**src/rtl/pll_pkg.sv**
```systemverilog
// rtl/pll_pkg.sv - shared widths, default loop constants and saturating helpers for the digital PLL
package pll_pkg;

  localparam int CTRL_W = 24;

  localparam logic [CTRL_W-1:0] KP_DEFAULT        = 24'd4096;
  localparam logic [CTRL_W-1:0] KI_DEFAULT        = 24'd16;
  localparam logic [CTRL_W-1:0] INIT_WORD_DEFAULT = 24'h400000;

  function automatic logic [CTRL_W-1:0] sat_add(input logic [CTRL_W-1:0] a,
                                                input logic [CTRL_W-1:0] b);
    logic [CTRL_W:0] s;
    s = {1'b0, a} + {1'b0, b};
    return s[CTRL_W] ? '1 : s[CTRL_W-1:0];
  endfunction

  function automatic logic [CTRL_W-1:0] sat_sub(input logic [CTRL_W-1:0] a,
                                                input logic [CTRL_W-1:0] b);
    return (a < b) ? '0 : (a - b);
  endfunction

endpackage

```
**src/rtl/pll_loop_filter.sv**
```systemverilog
// rtl/pll_loop_filter.sv - up/dn synchronizers, saturating integrator and speed_var register
// Proportional path enabled by PLL_PROP_PATH_EN; otherwise the loop is integral-only and KP is ignored.
module pll_loop_filter
  import pll_pkg::*;
#(
  parameter logic [CTRL_W-1:0] KP        = KP_DEFAULT,
  parameter logic [CTRL_W-1:0] KI        = KI_DEFAULT,
  parameter logic [CTRL_W-1:0] INIT_WORD = INIT_WORD_DEFAULT
) (
  input  logic              clk,
  input  logic              rst,
  input  logic              up,
  input  logic              dn,
  output logic [CTRL_W-1:0] speed_var
);

`ifdef PLL_PROP_PATH_EN
  localparam logic [CTRL_W-1:0] PROP_STEP = KP;
`else
  localparam logic [CTRL_W-1:0] PROP_STEP = KP & '0;
`endif

  logic              up_s1_q, up_s2_q, dn_s1_q, dn_s2_q;
  logic [CTRL_W-1:0] integ_q, integ_d, speed_q, speed_d;
  logic              up_only, dn_only;

  assign up_only = up_s2_q & ~dn_s2_q;
  assign dn_only = dn_s2_q & ~up_s2_q;

  always_comb begin
    integ_d = integ_q;
    speed_d = integ_q;
    if (up_only) begin
      integ_d = sat_add(integ_q, KI);
      speed_d = sat_add(integ_d, PROP_STEP);
    end else if (dn_only) begin
      integ_d = sat_sub(integ_q, KI);
      speed_d = sat_sub(integ_d, PROP_STEP);
    end
  end

  always_ff @(posedge clk) begin
    if (!rst) begin
      up_s1_q <= 1'b0;
      up_s2_q <= 1'b0;
      dn_s1_q <= 1'b0;
      dn_s2_q <= 1'b0;
      integ_q <= INIT_WORD;
      speed_q <= INIT_WORD;
    end else begin
      up_s1_q <= up;
      up_s2_q <= up_s1_q;
      dn_s1_q <= dn;
      dn_s2_q <= dn_s1_q;
      integ_q <= integ_d;
      speed_q <= speed_d;
    end
  end

  assign speed_var = speed_q;

endmodule

```
**src/rtl/digital_pll_core.sv**
```systemverilog
// rtl/digital_pll_core.sv - digital PLL: loop filter, modulo-(mod+1) phase-accumulator DCO and f_qn divider
// Optional proportional path selected by the PLL_PROP_PATH_EN macro (see pll_loop_filter).
module digital_pll_core
  import pll_pkg::*;
#(
  parameter logic [CTRL_W-1:0] KP        = KP_DEFAULT,
  parameter logic [CTRL_W-1:0] KI        = KI_DEFAULT,
  parameter logic [CTRL_W-1:0] INIT_WORD = INIT_WORD_DEFAULT,
  parameter int                DIV_N     = 2
) (
  input  logic              clk,
  input  logic              rst,
  input  logic              up,
  input  logic              dn,
  input  logic [CTRL_W-1:0] mod,
  output logic [CTRL_W-1:0] speed_var,
  output logic [CTRL_W-1:0] accum,
  output logic              signal_out,
  output logic              f_qn
);

  localparam logic [15:0] DIV_LAST = 16'(DIV_N / 2 - 1);

  logic [CTRL_W-1:0] accum_q, accum_d, inc;
  logic [CTRL_W:0]   sum, half;
  logic              so_q, so_d, so_prev_q, fqn_q, rise;
  logic [15:0]       div_cnt_q;

  pll_loop_filter #(.KP(KP), .KI(KI), .INIT_WORD(INIT_WORD)) u_loop_filter (
    .clk       (clk),
    .rst       (rst),
    .up        (up),
    .dn        (dn),
    .speed_var (speed_var)
  );

  // Result of sum - (mod+1) always fits in CTRL_W bits, so modular subtraction is exact.
  always_comb begin
    inc     = (speed_var < mod) ? speed_var : mod;
    sum     = {1'b0, accum_q} + {1'b0, inc};
    accum_d = (sum > {1'b0, mod}) ? (sum[CTRL_W-1:0] - mod - 24'd1) : sum[CTRL_W-1:0];
    half    = ({1'b0, mod} + 25'd1) >> 1;
    so_d    = (mod != '0) && ({1'b0, accum_d} >= half);
  end

  assign rise = so_q & ~so_prev_q;

  always_ff @(posedge clk) begin
    if (!rst) begin
      accum_q   <= '0;
      so_q      <= 1'b0;
      so_prev_q <= 1'b0;
      div_cnt_q <= '0;
      fqn_q     <= 1'b0;
    end else begin
      accum_q   <= accum_d;
      so_q      <= so_d;
      so_prev_q <= so_q;
      if (rise) begin
        if (div_cnt_q == DIV_LAST) begin
          div_cnt_q <= '0;
          fqn_q     <= ~fqn_q;
        end else begin
          div_cnt_q <= div_cnt_q + 16'd1;
        end
      end
    end
  end

  assign accum      = accum_q;
  assign signal_out = so_q;
  assign f_qn       = fqn_q;

endmodule

```
**config.mk**
```make
export PLATFORM = sky130hd
export DESIGN_NAME = digital_pll_core
export DESIGN_NICKNAME = d
export VERILOG_FILES = /design/src/rtl/pll_pkg.sv /design/src/rtl/pll_loop_filter.sv /design/src/rtl/digital_pll_core.sv
export SDC_FILE = /design/constraint.sdc
export NUM_CORES = 1
export LEC_CHECK = 0
export ABC_AREA = 1
export CELL_PAD_IN_SITES_DETAIL_PLACEMENT = 0
export CELL_PAD_IN_SITES_GLOBAL_PLACEMENT = 2
export CORE_MARGIN = 5
export CORE_UTILIZATION = 33
export DETAILED_ROUTE_END_ITERATION = 10
export PLACE_DENSITY_LB_ADDON = 0.1
export SETUP_SLACK_MARGIN = 0.05
export SLEW_MARGIN = 40
export SYNTH_ARGS = -nofsm -noshare
export SYNTH_HDL_FRONTEND = slang
export SYNTH_HIERARCHICAL = 1
export SYNTH_SLANG_ARGS = --single-unit
```
**constraint.sdc**
```tcl
create_clock -name clk -period 8.8 [get_ports clk]
set_input_delay 1.32 -clock clk [delete_from_list [all_inputs] [get_ports clk]]
set_output_delay 1.32 -clock clk [all_outputs]
set_load 0.01 [all_outputs]
```
==> results_dict.tcl <==
set metrics [dict create \
    whs_endpoint "u_loop_filter/dn_s2_q" \
    syn2layout_area_growth_pct 15.8 \
    p_total_w 0.00410 \
    power_switching_w 0.00225 \
    worstSetupEndpointType "register" \
    hpwl_um 29900 \
    netSwitchingFraction 0.549 \
    drive_above_1_share 0.0499 \
    ioPinCount 78 \
    finalWirelength_um 36900 \
    fillers 3329 \
    worst_pin_slew_ps 806 \
    syn_avg_cell_area_sq_um 6.21 \
    critPathSlowestCell "clkdlybuf4s50_1" \
    crit_arrival_ps 8540 \
    startpoint_type "primary input" \
    dp_cells 2036 \
    max_freq_ghz 0.121 \
    ys_types 53 \
    cts-buffers-inserted 9 \
    cts_tree "yes" \
    place_area_sq_um 11100 \
    rsz0062_at_grt "false" \
    p_leak_nw 5.55 \
    min_period_ps 8280 \
    fin_crit_sh 0.941 \
    drt_iter0_markers 587 \
    io_buffers 77 \
    sequentialPowerShare 0.144 \
    clk_path_buf_depth 2 \
    power_frac_comb 0.750 \
    hold_path_depth 2 \
    diodes 0 \
    powerDensity_nw_per_um2 358 \
    critPathMaxFanout 24 \
    hold_class "reg2reg" \
    tns_ps 0 \
    cts-resized-gates 0 \
    h-tree-depth 3 \
    core_area_sq_um 29600 \
    maxSlewViolCount 0 \
    syn_inst 1593 \
    r2r-end "signal_out" \
    critPathLaunch "mod[5]" \
    wl_per_cell_um 18.0 \
    reg2reg_depth 43 \
    postCtsSetupBuffers 0 \
    grt_max_degree 52 \
    skew_ps 9.14 \
    status "complete, no violations" \
    setup_violations 0 \
    critPathKind "in2reg" \
    drt_first_pass_iters 5 \
    drtAntennaViolNets 0 \
    cts.reportedPaths.clkPinSlew_ps 70 \
    die_w_um 183 \
    synth_nets 1727 \
    fp-row-count 63 \
    crit_required_ps 9060 \
    whs_ps 415 \
    grt_pass1_wl_um 57300 \
    async_reset_ff_frac 0 \
    hold_viol 0 \
    nets 1792 \
    worstHoldStart "u_loop_filter/dn_s1_q" \
    clock_power_share 0.106 \
    cts_root_buf "clkbuf_16" \
    synthesis.area_sq_um 9900 \
    peakVddDrop_uv 157 \
    path_common_cell "nand2_1" \
    maxCapViolations 0 \
    drt_drc_violations_left 0 \
    ys_ff_latch 95 \
    layout.cells.non_filler 2053 \
    yosysSeqAreaShare 0.192 \
    gr-total-overflow 0 \
    yosysWarnings 6 \
    viasPerCell 5.06 \
    synth_edf_count 0 \
    p_int_w 0.00185 \
    slowest_delay_ps 610 \
    gp_congestion 0.929 \
    die_h_um 183 \
    final_area_sq_um 11500 \
    max-slew-margin-rel 0.462 \
    r2r_setup_slack_ps 1810 \
    clock-sinks 95 \
    vias 10400 \
    fp.dieArea_sq_um 33600 \
    grt_usage 0.217 \
    synth-main-ff-cell "dfxtp_1" \
    ctsHoldBuffers 0 \
    grt_pass1_vias 10300 \
    start_util 0.334 \
    rr_startpoint "u_loop_filter/speed_var[1]" \
    insertion_delay_ps 360 \
    antenna_found_initial 0 \
]
[power by group through the flow]
stage	Combinational, W	Clock [W]	Sequential [W]
after floorplan	0.00214	0	0.000590
after global placement	0.00306	0	0.000600
after detailed placement	0.00303	0	0.000600
after CTS	0.00305	0.000453	0.000592
after global routing	0.00346	0.000470	0.000599
final	0.00307	0.000434	0.000590
[synth_stat cells (3+ instances only)]
master / instances / share of area
nand2_1: 380 / 0.14
inv_1: 200 / 0.076
nor2_1: 182 / 0.069
a21oi_1: 171 / 0.086
nand3_1: 120 / 0.061
ha_1: 104 / 0.13
dfxtp_1: 95 / 0.19
xor2_1: 63 / 0.056
o21ai_0: 61 / 0.031
nand4_1: 37 / 0.023
clkbuf_1: 19 / 0.0072
nor3_1: 19 / 0.0096
xnor2_1: 16 / 0.014
buf_2: 14 / 0.0071
o21bai_1: 9 / 0.0068
a21o_1: 8 / 0.0061
o21ai_1: 7 / 0.0035
a31oi_1: 6 / 0.0038
buf_6: 5 / 0.0057
inv_2: 5 / 0.0019
nor2_2: 5 / 0.0032
o21a_1: 5 / 0.0038
buf_1: 4 / 0.0015
nand2_2: 4 / 0.0025
nor4_1: 4 / 0.0025
a211oi_1: 3 / 0.0023
nand3b_1: 3 / 0.0023
nor3_2: 3 / 0.0030
o211ai_1: 3 / 0.0023
o221ai_1: 3 / 0.0027
[cell type report]
cell class	instances	area (sq um)	share of cell area
repair buffers	99	966	0.0843
inverters	206	774	0.0676
multi-input cells	1247	7020	0.612
clock buffers	9	225	0.0197
clock inverters	7	86.3	0.00753
well taps	390	488	0.0426
flip-flops and latches	95	1900	0.166
[per-layer routing]
metal	track usage	vias to the layer above	part of all wire
li1	-	5367	-
met1	0.280	4800	0.46
met2	0.389	179	0.49
met3	0.0210	38	0.025
met4	0.0545	0	0.021
met5	0	-	0
[critical path, delay by kind of cell]
family | cells | cell delay [ps]
buffers and inverters | 10 | 1730
and+or+nand+nor | 18 | 1800
adders and majority gates | 4 | 1350
xor gates and xnor gates | 1 | 190
AOI/OAI and AO/OA | 11 | 2150
[flip-flops by register name, summed over array words and instances, names as in the netlist]
name,cells
signal_out,1
f_qn,1
u_loop_filter/up_s2_q,1
u_loop_filter/speed_var,24
u_loop_filter/dn_s2_q,1
u_loop_filter/integ_q,24
u_loop_filter/dn_s1_q,1
so_prev_q,1
accum,24
div_cnt_q,16
u_loop_filter/up_s1_q,1
[cells in the final DEF (no fill, tap or decap), drive strengths merged, types with 24 or more instances in the layout]
cell type and count:
o21ai 68, inv 209, clkdlybuf4s50 77, nor3 24, dfxtp 95, xor2 63, nand2 385, nand3 122
nor2 189, a21oi 172, ha 104, nand4 40
[cells by family after synthesis]
family          synth area share
compound gates             0.153
xor+xnor                  0.0699
fa+ha+maj                  0.136
buf+inv                    0.102
flops                      0.192
simple gates               0.347
[how the worst max path moves through the flow]
stage / slack, ps / cells after the start / end
finish: 520 / 44 / signal_out
global route: 40 / 46 / signal_out
CTS: 170 / 45 / signal_out
detailed placement: -190 / 45 / signal_out
global placement: -130 / 42 / signal_out
floorplan: 1940 / 44 / signal_out
[stage by stage]
step           worst slack (ps)   util
2_1_floorplan              1940      -
3_3_place_gp               -126  0.374
3_5_place_dp               -188  0.374
4_1_cts                     174  0.385
5_1_grt                    41.6  0.387
6_report                    517  0.387
Note: power is estimated with default switching activity, not from simulation.
